`src/rtl/multicycle_control_unit.sv`:
```
// multicycle_control_unit: RV32I multicycle sequencer (clk, rst, im_*/dm_* handshakes, ALU flags in; datapath strobes, control encodings, sticky halted/illegal/timeout and instret out)
module multicycle_control_unit #(
  parameter int CNT_W = 32,
  parameter int TIMEOUT = 255
) (
  input  logic clk,
  input  logic rst,
  input  logic [31:0] im_data,
  input  logic im_valid,
  input  logic dm_ready,
  input  logic ALUzero,
  input  logic ALUneg,
  output logic im_req,
  output logic dm_req,
  output logic ir_load,
  output logic pc_write,
  output logic RegWrite,
  output logic ALUsrc,
  output logic [1:0] PCsrc,
  output logic [1:0] MemWrite,
  output logic [2:0] ALUctl,
  output logic [2:0] MemtoReg,
  output logic halted,
  output logic illegal,
  output logic timeout,
  output logic [CNT_W-1:0] instret
);
  typedef enum logic [2:0] {FETCH, DECODE, EXEC, MEM, WB, HALT, TRAP} state_t;
  state_t state, state_n;
  logic [31:0] ir, wait_cnt;
  logic [6:0] op, f7;
  logic [2:0] f3, arith_ctl, dec_ctl, dec_m2r;
  logic is_r, is_i, is_ld, is_st, is_br, is_lui, is_auipc, is_jal, is_jalr;
  logic is_ebreak, bad, taken, dec_src, wd, retire;
  assign op = ir[6:0];
  assign f3 = ir[14:12];
  assign f7 = ir[31:25];
  assign is_r = op == 7'b0110011;
  assign is_i = op == 7'b0010011;
  assign is_ld = op == 7'b0000011;
  assign is_st = op == 7'b0100011;
  assign is_br = op == 7'b1100011;
  assign is_lui = op == 7'b0110111;
  assign is_auipc = op == 7'b0010111;
  assign is_jal = op == 7'b1101111;
  assign is_jalr = op == 7'b1100111;
  assign is_ebreak = ir == 32'h00100073;
  assign bad = !(is_r || is_i || is_ld || is_st || is_br || is_lui || is_auipc || is_jal || is_jalr) ||
               ((is_ld || is_st) && (f3[2] || f3 == 3'b011)) ||
               (is_br && f3[1]) ||
               ((is_r || is_i) && f3 == 3'b011) ||
               (is_r && ((f7 != 7'b0000000 && f7 != 7'b0100000) ||
                         (f7 == 7'b0100000 && f3 != 3'b000 && f3 != 3'b101)));
  assign arith_ctl = f3 == 3'b000 ? (is_r && f7[5] ? 3'd6 : 3'd0) :
                     f3 == 3'b001 ? 3'd3 :
                     f3 == 3'b010 ? 3'd6 :
                     f3 == 3'b100 ? 3'd7 :
                     f3 == 3'b101 ? (ir[30] ? 3'd4 : 3'd5) :
                     f3 == 3'b110 ? 3'd2 : 3'd1;
  assign dec_ctl = (is_r || is_i) ? arith_ctl : is_br ? 3'd6 : 3'd0;
  assign dec_src = !(is_r || is_br);
  assign dec_m2r = (is_jal || is_jalr) ? 3'd1 :
                   is_lui ? 3'd2 :
                   is_auipc ? 3'd3 :
                   is_ld ? {1'b1, f3[1:0]} :
                   ((is_r || is_i) && f3 == 3'b010) ? 3'd7 : 3'd0;
  assign taken = f3 == 3'b000 ? ALUzero :
                 f3 == 3'b001 ? !ALUzero :
                 f3 == 3'b100 ? ALUneg : !ALUneg;
  assign wd = TIMEOUT != 0 && wait_cnt == 32'(TIMEOUT);
  always_comb begin
    state_n = state;
    im_req = 1'b0;
    dm_req = 1'b0;
    ir_load = 1'b0;
    pc_write = 1'b0;
    RegWrite = 1'b0;
    ALUsrc = 1'b0;
    PCsrc = 2'd0;
    MemWrite = 2'd0;
    ALUctl = 3'd0;
    MemtoReg = 3'd0;
    retire = 1'b0;
    if (!rst) begin
      if (state == EXEC || state == MEM || state == WB) {ALUsrc, ALUctl, MemtoReg} = {dec_src, dec_ctl, dec_m2r};
      case (state)
        FETCH: begin
          im_req = 1'b1;
          ir_load = im_valid;
          state_n = im_valid ? DECODE : wd ? TRAP : FETCH;
        end
        DECODE: state_n = is_ebreak ? HALT : bad ? TRAP : EXEC;
        EXEC: begin
          pc_write = is_br;
          PCsrc = {1'b0, is_br && taken};
          retire = is_br;
          state_n = is_br ? FETCH : (is_ld || is_st) ? MEM : WB;
        end
        MEM: begin
          dm_req = 1'b1;
          MemWrite = is_st ? f3[1:0] + 2'd1 : 2'd0;
          pc_write = dm_ready && is_st;
          retire = dm_ready && is_st;
          state_n = dm_ready ? (is_st ? FETCH : WB) : wd ? TRAP : MEM;
        end
        WB: begin
          RegWrite = ir[11:7] != 5'd0;
          pc_write = 1'b1;
          PCsrc = is_jal ? 2'd1 : is_jalr ? 2'd2 : 2'd0;
          retire = 1'b1;
          state_n = FETCH;
        end
        default: ;
      endcase
    end
  end
  always_ff @(posedge clk or posedge rst) begin
    if (rst) begin
      state <= FETCH;
      ir <= '0;
      wait_cnt <= '0;
      instret <= '0;
      halted <= 1'b0;
      illegal <= 1'b0;
      timeout <= 1'b0;
    end else begin
      state <= state_n;
      if (ir_load) ir <= im_data;
      wait_cnt <= state_n != state ? '0 : wait_cnt + 32'((state == FETCH && !im_valid) || (state == MEM && !dm_ready));
      if (retire) instret <= instret + CNT_W'(1);
      halted <= halted || state_n == HALT;
      illegal <= illegal || (state == DECODE && state_n == TRAP);
      timeout <= timeout || ((state == FETCH || state == MEM) && state_n == TRAP);
    end
  end
endmodule
```
`config.mk`:
```
export PLATFORM = sky130hd
export DESIGN_NAME = multicycle_control_unit
export DESIGN_NICKNAME = d
export VERILOG_FILES = /design/src/rtl/multicycle_control_unit.sv
export SDC_FILE = /design/constraint.sdc
export NUM_CORES = 1
export LEC_CHECK = 0
export ABC_AREA = 1
export BUFFER_PORTS_ARGS = -buffer_cell sky130_fd_sc_hd__buf_4
export CAP_MARGIN = 15
export CORE_AREA = 4 4 159 161
export CTS_CLUSTER_DIAMETER = 40
export DETAILED_ROUTE_END_ITERATION = 16
export DIE_AREA = 0 0 163 165
export PLACE_DENSITY_LB_ADDON = 0.3
export SLEW_MARGIN = 0
export SYNTH_ARGS = -nofsm -noshare
export SYNTH_HDL_FRONTEND = slang
export SYNTH_SLANG_ARGS = --single-unit
```
`constraint.sdc`:
```
create_clock -name clk -period 4.9 [get_ports clk]
set_input_delay 0.245 -clock clk [delete_from_list [all_inputs] [get_ports clk]]
set_output_delay 0.245 -clock clk [all_outputs]
set_load 0.05 [all_outputs]
```
==> flow_metrics.env <==
export IMPL_status="finished, final reports clean"
export IMPL_drv_cap=0
export IMPL_postCtsSetupBuffers=0
export IMPL_dpl_hpwl_mm=12.5
export IMPL_cts_made_buffers=9
export IMPL_p_int_uw=1700
export IMPL_dieArea_sq_um=26900
export IMPL_ys_seq_area_share_pct=41.7
export IMPL_track_usage_pct=12.5
export IMPL_r2r_cells=15
export IMPL_synth_ff_type="dfrtp_1"
export IMPL_cts_tree="done"
export IMPL_path_class="reg -> out"
export IMPL_crit_arrival_ps=2600
export IMPL_start_kind="flip-flop"
export IMPL_drtIter0Drc=306
export IMPL_rsz0062_at_grt="no"
export IMPL_rows=57
export IMPL_worstSkewPairLatency_ps=360
export IMPL_crit_chain="inv_1 > nand2_2 > nor2_4 > nand2_1 > inv_2 > nand2_1 > inv_1 > nor2_1 > o21ai_2 > nand2_4 > inv_2 > buf_4"
export IMPL_syn_inst=830
export IMPL_nets=964
export IMPL_port_buffers=88
export IMPL_clock_power_share_pct=23.4
export IMPL_setup_tns_final_ps=0
export IMPL_power_frac_seq_pct=39.4
export IMPL_clk_pin_slew_ps=70
export IMPL_cellLeakagePower_uw=0.00343
export IMPL_p_switching_uw=1300
export IMPL_design_power_total_uw=3000
export IMPL_ys_warn_count=0
export IMPL_cts_root_buf="clkbuf_16"
export IMPL_wirelength_mm=16.3
export IMPL_synth_net_count=875
export IMPL_endpoint_kind="output port"
export IMPL_yosysMostFrequentCell="nand2_1"
export IMPL_num_vias=5421
export IMPL_finalHoldViolations=0
export IMPL_synth_compound_area_share_pct=4.68
export IMPL_stdcell_area_sq_um=7420
export IMPL_drive_gt1_share_pct=18.4
export IMPL_wire_per_inst_microns=13.1
export IMPL_switching_share_pct=43.4
export IMPL_cts_buffer_depth=2
export IMPL_coreArea_sq_um=24000
export IMPL_power_density_nw_per_um2=405
export IMPL_fillers=2677
export IMPL_fin_skew_ps=8.05
export IMPL_die_y_microns=165
export IMPL_die_w_microns=163
export IMPL_synth_area_top_cells="dfrtp_1 (42%), nand2_1 (13%), nor2_1 (7.4%)"
export IMPL_place_gp_congestion=0.869
export IMPL_ir_worst_vdd_mv=0.299
export IMPL_crit_required_ps=4660
export IMPL_viasPerCell=4.35
export IMPL_min_path_cells=3
export IMPL_antenna_cells=0
export IMPL_grt_pass1_wl_mm=27.3
export IMPL_area_delta_synth_final_pct=21.1
export IMPL_finalSetupViolCount=0
export IMPL_synth_top_cell_area_share_pct=41.7
export IMPL_regArea_sq_um=2550
export IMPL_yosys_area_top_type="dfrtp_1"
export IMPL_synthTopCellsByCount="nand2_1 (213), nor2_1 (120), dfrtp_1 (102), inv_1 (100), nand3_1 (44)"
export IMPL_critPathMaxStageDelay_ps=420
export IMPL_initial_core_util_pct=25.6
export IMPL_slew_headroom_pct=33.8
export IMPL_synth_xor_area_share_pct=8.15
export IMPL_slew_violations=0
export IMPL_fin_crit_sh_pct=58.2
export IMPL_hold_class="in -> reg"
export IMPL_multi_input_area_sq_um=3100
export IMPL_synth_simple_area_share_pct=34.9
export IMPL_synth_async_reset_ratio_pct=100
export IMPL_ys_ff_latch=102
export IMPL_share_comb_of_total_power_pct=37.2
export IMPL_antenna_found_initial=0
export IMPL_synthAdderAreaFrac_pct=1.43
export IMPL_synthMuxAreaShare_pct=1.29
export IMPL_drt_pass1_iterations=5
export IMPL_placed_cell_area_sq_um=7140
export IMPL_crit_path_top_delay_cell="dfrtp_1"
export IMPL_crit_fanout=27
export IMPL_postSynthAreaPerCell_sq_um=7.38
export IMPL_synth_edf_count=0
export IMPL_postRouteAntennaNets=0
export IMPL_grt_pass1_vias=5453
export IMPL_hold_slack_ps=90.4
export IMPL_pin_count=89
export IMPL_overflow=0
export IMPL_synth_cell_types=34
export IMPL_grt_max_degree=79
export IMPL_period_minus_slack_ps=2850
export IMPL_syn_area_sq_um=6120
export IMPL_cts_repair_resized=0
export IMPL_worst_slew_pin_slew_ps=993
export IMPL_fmax_mhz=351
export IMPL_route_detailed_drc=0
export IMPL_htreeDepth=3
export IMPL_final_util_pct=31.0
export IMPL_synth_top_family_by_area="simple AND/OR/NAND/NOR gates"
export IMPL_ctsHoldBuffers=0
export IMPL_clock_sinks=102
layout by cell type (no fill, tap or decap), types with 8 or more instances in the layout:
cell type  synthesis  final
xnor2_1           14     14
buf_4              0     90
nand4_1           17     17
nor2_2            38     38
o21ai_0           35     35
clkbuf_16          0      9
nor2_1           120    119
nand2_1          213    213
nand3_1           44     44
inv_2              8      8
nor3_1            34     34
a21oi_1           10     10
dfrtp_1          102    102
xor2_1            43     43
inv_1            100    100
per-stage QoR:
| stage | cells | worst slack, ps |
|---|---|---|
| global route | 1247 | 1750 |
| CTS | 1247 | 1990 |
| detailed placement | 1232 | 2140 |
| finish | 1247 | 2050 |
| global placement | 1232 | 2210 |
| floorplan | 830 | 705 |
state kept, by name, indices dropped and copies added, names as in the netlist:
signal / cells
timeout: 1
state: 3
ir: 32
illegal: 1
halted: 1
instret: 32
wait_cnt: 32
area by class of cell:
type                       count  area share (%)
inverter                     109            5.55
clock inverter                 6           0.725
clock buffer                   9            3.04
timing repair buffer          90            9.11
multi-input combinational    607            41.7
tap                          324            5.46
sequential                   102            34.4
worst max-delay path: cells and delay by family, from the launching register on:
family	cells	cell delay, ps
buf+inv	5	950
simple gates	6	750
flops	1	420
compound gates	1	110
final timing paths:
kind	to	start	slack [ps]
max in group asynchronous	instret[3]	rst	3700
hold reg to reg	timeout	timeout	470
hold / removal	ir[17]	im_data[17]	90
setup reg to reg	wait_cnt[26]	state[2]	2130
setup / recovery	pc_write	ir[3]	2050
min in group asynchronous	wait_cnt[5]	rst	170
routing by layer:
| layer | vias up | GRT usage (%) | share of wire [%] | routed length [microns] |
|---|---|---|---|---|
| met4 | 0 | 3.13 | 1.2 | 190 |
| met3 | 14 | 2.02 | 3.1 | 510 |
| li1 | 2781 | - | - | - |
| met5 | - | 0 | 0 | 0 |
| met1 | 2534 | 17.0 | 48 | 7780 |
| met2 | 92 | 20.8 | 48 | 7810 |
power by group through the flow:
stage	registers, uW	clock network, uW	logic [uW]
5_1_grt	1220	760	1260
3_3_place_gp	1200	0	1120
6_report	1180	702	1120
3_5_place_dp	1200	0	1130
2_1_floorplan	1280	0	769
4_1_cts	1180	733	1130
kinds of logic (layout without fill, tap and decap cells):
family,Yosys count,count (layout)
muxes,7,7
xor gates and xnor gates,57,57
AOI/OAI and AO/OA,53,53
DFF,102,102
adders and majority gates,7,7
buffers and inverters,121,214
and+or+nand+nor,483,483
Note: power is estimated with default switching activity, not from simulation.
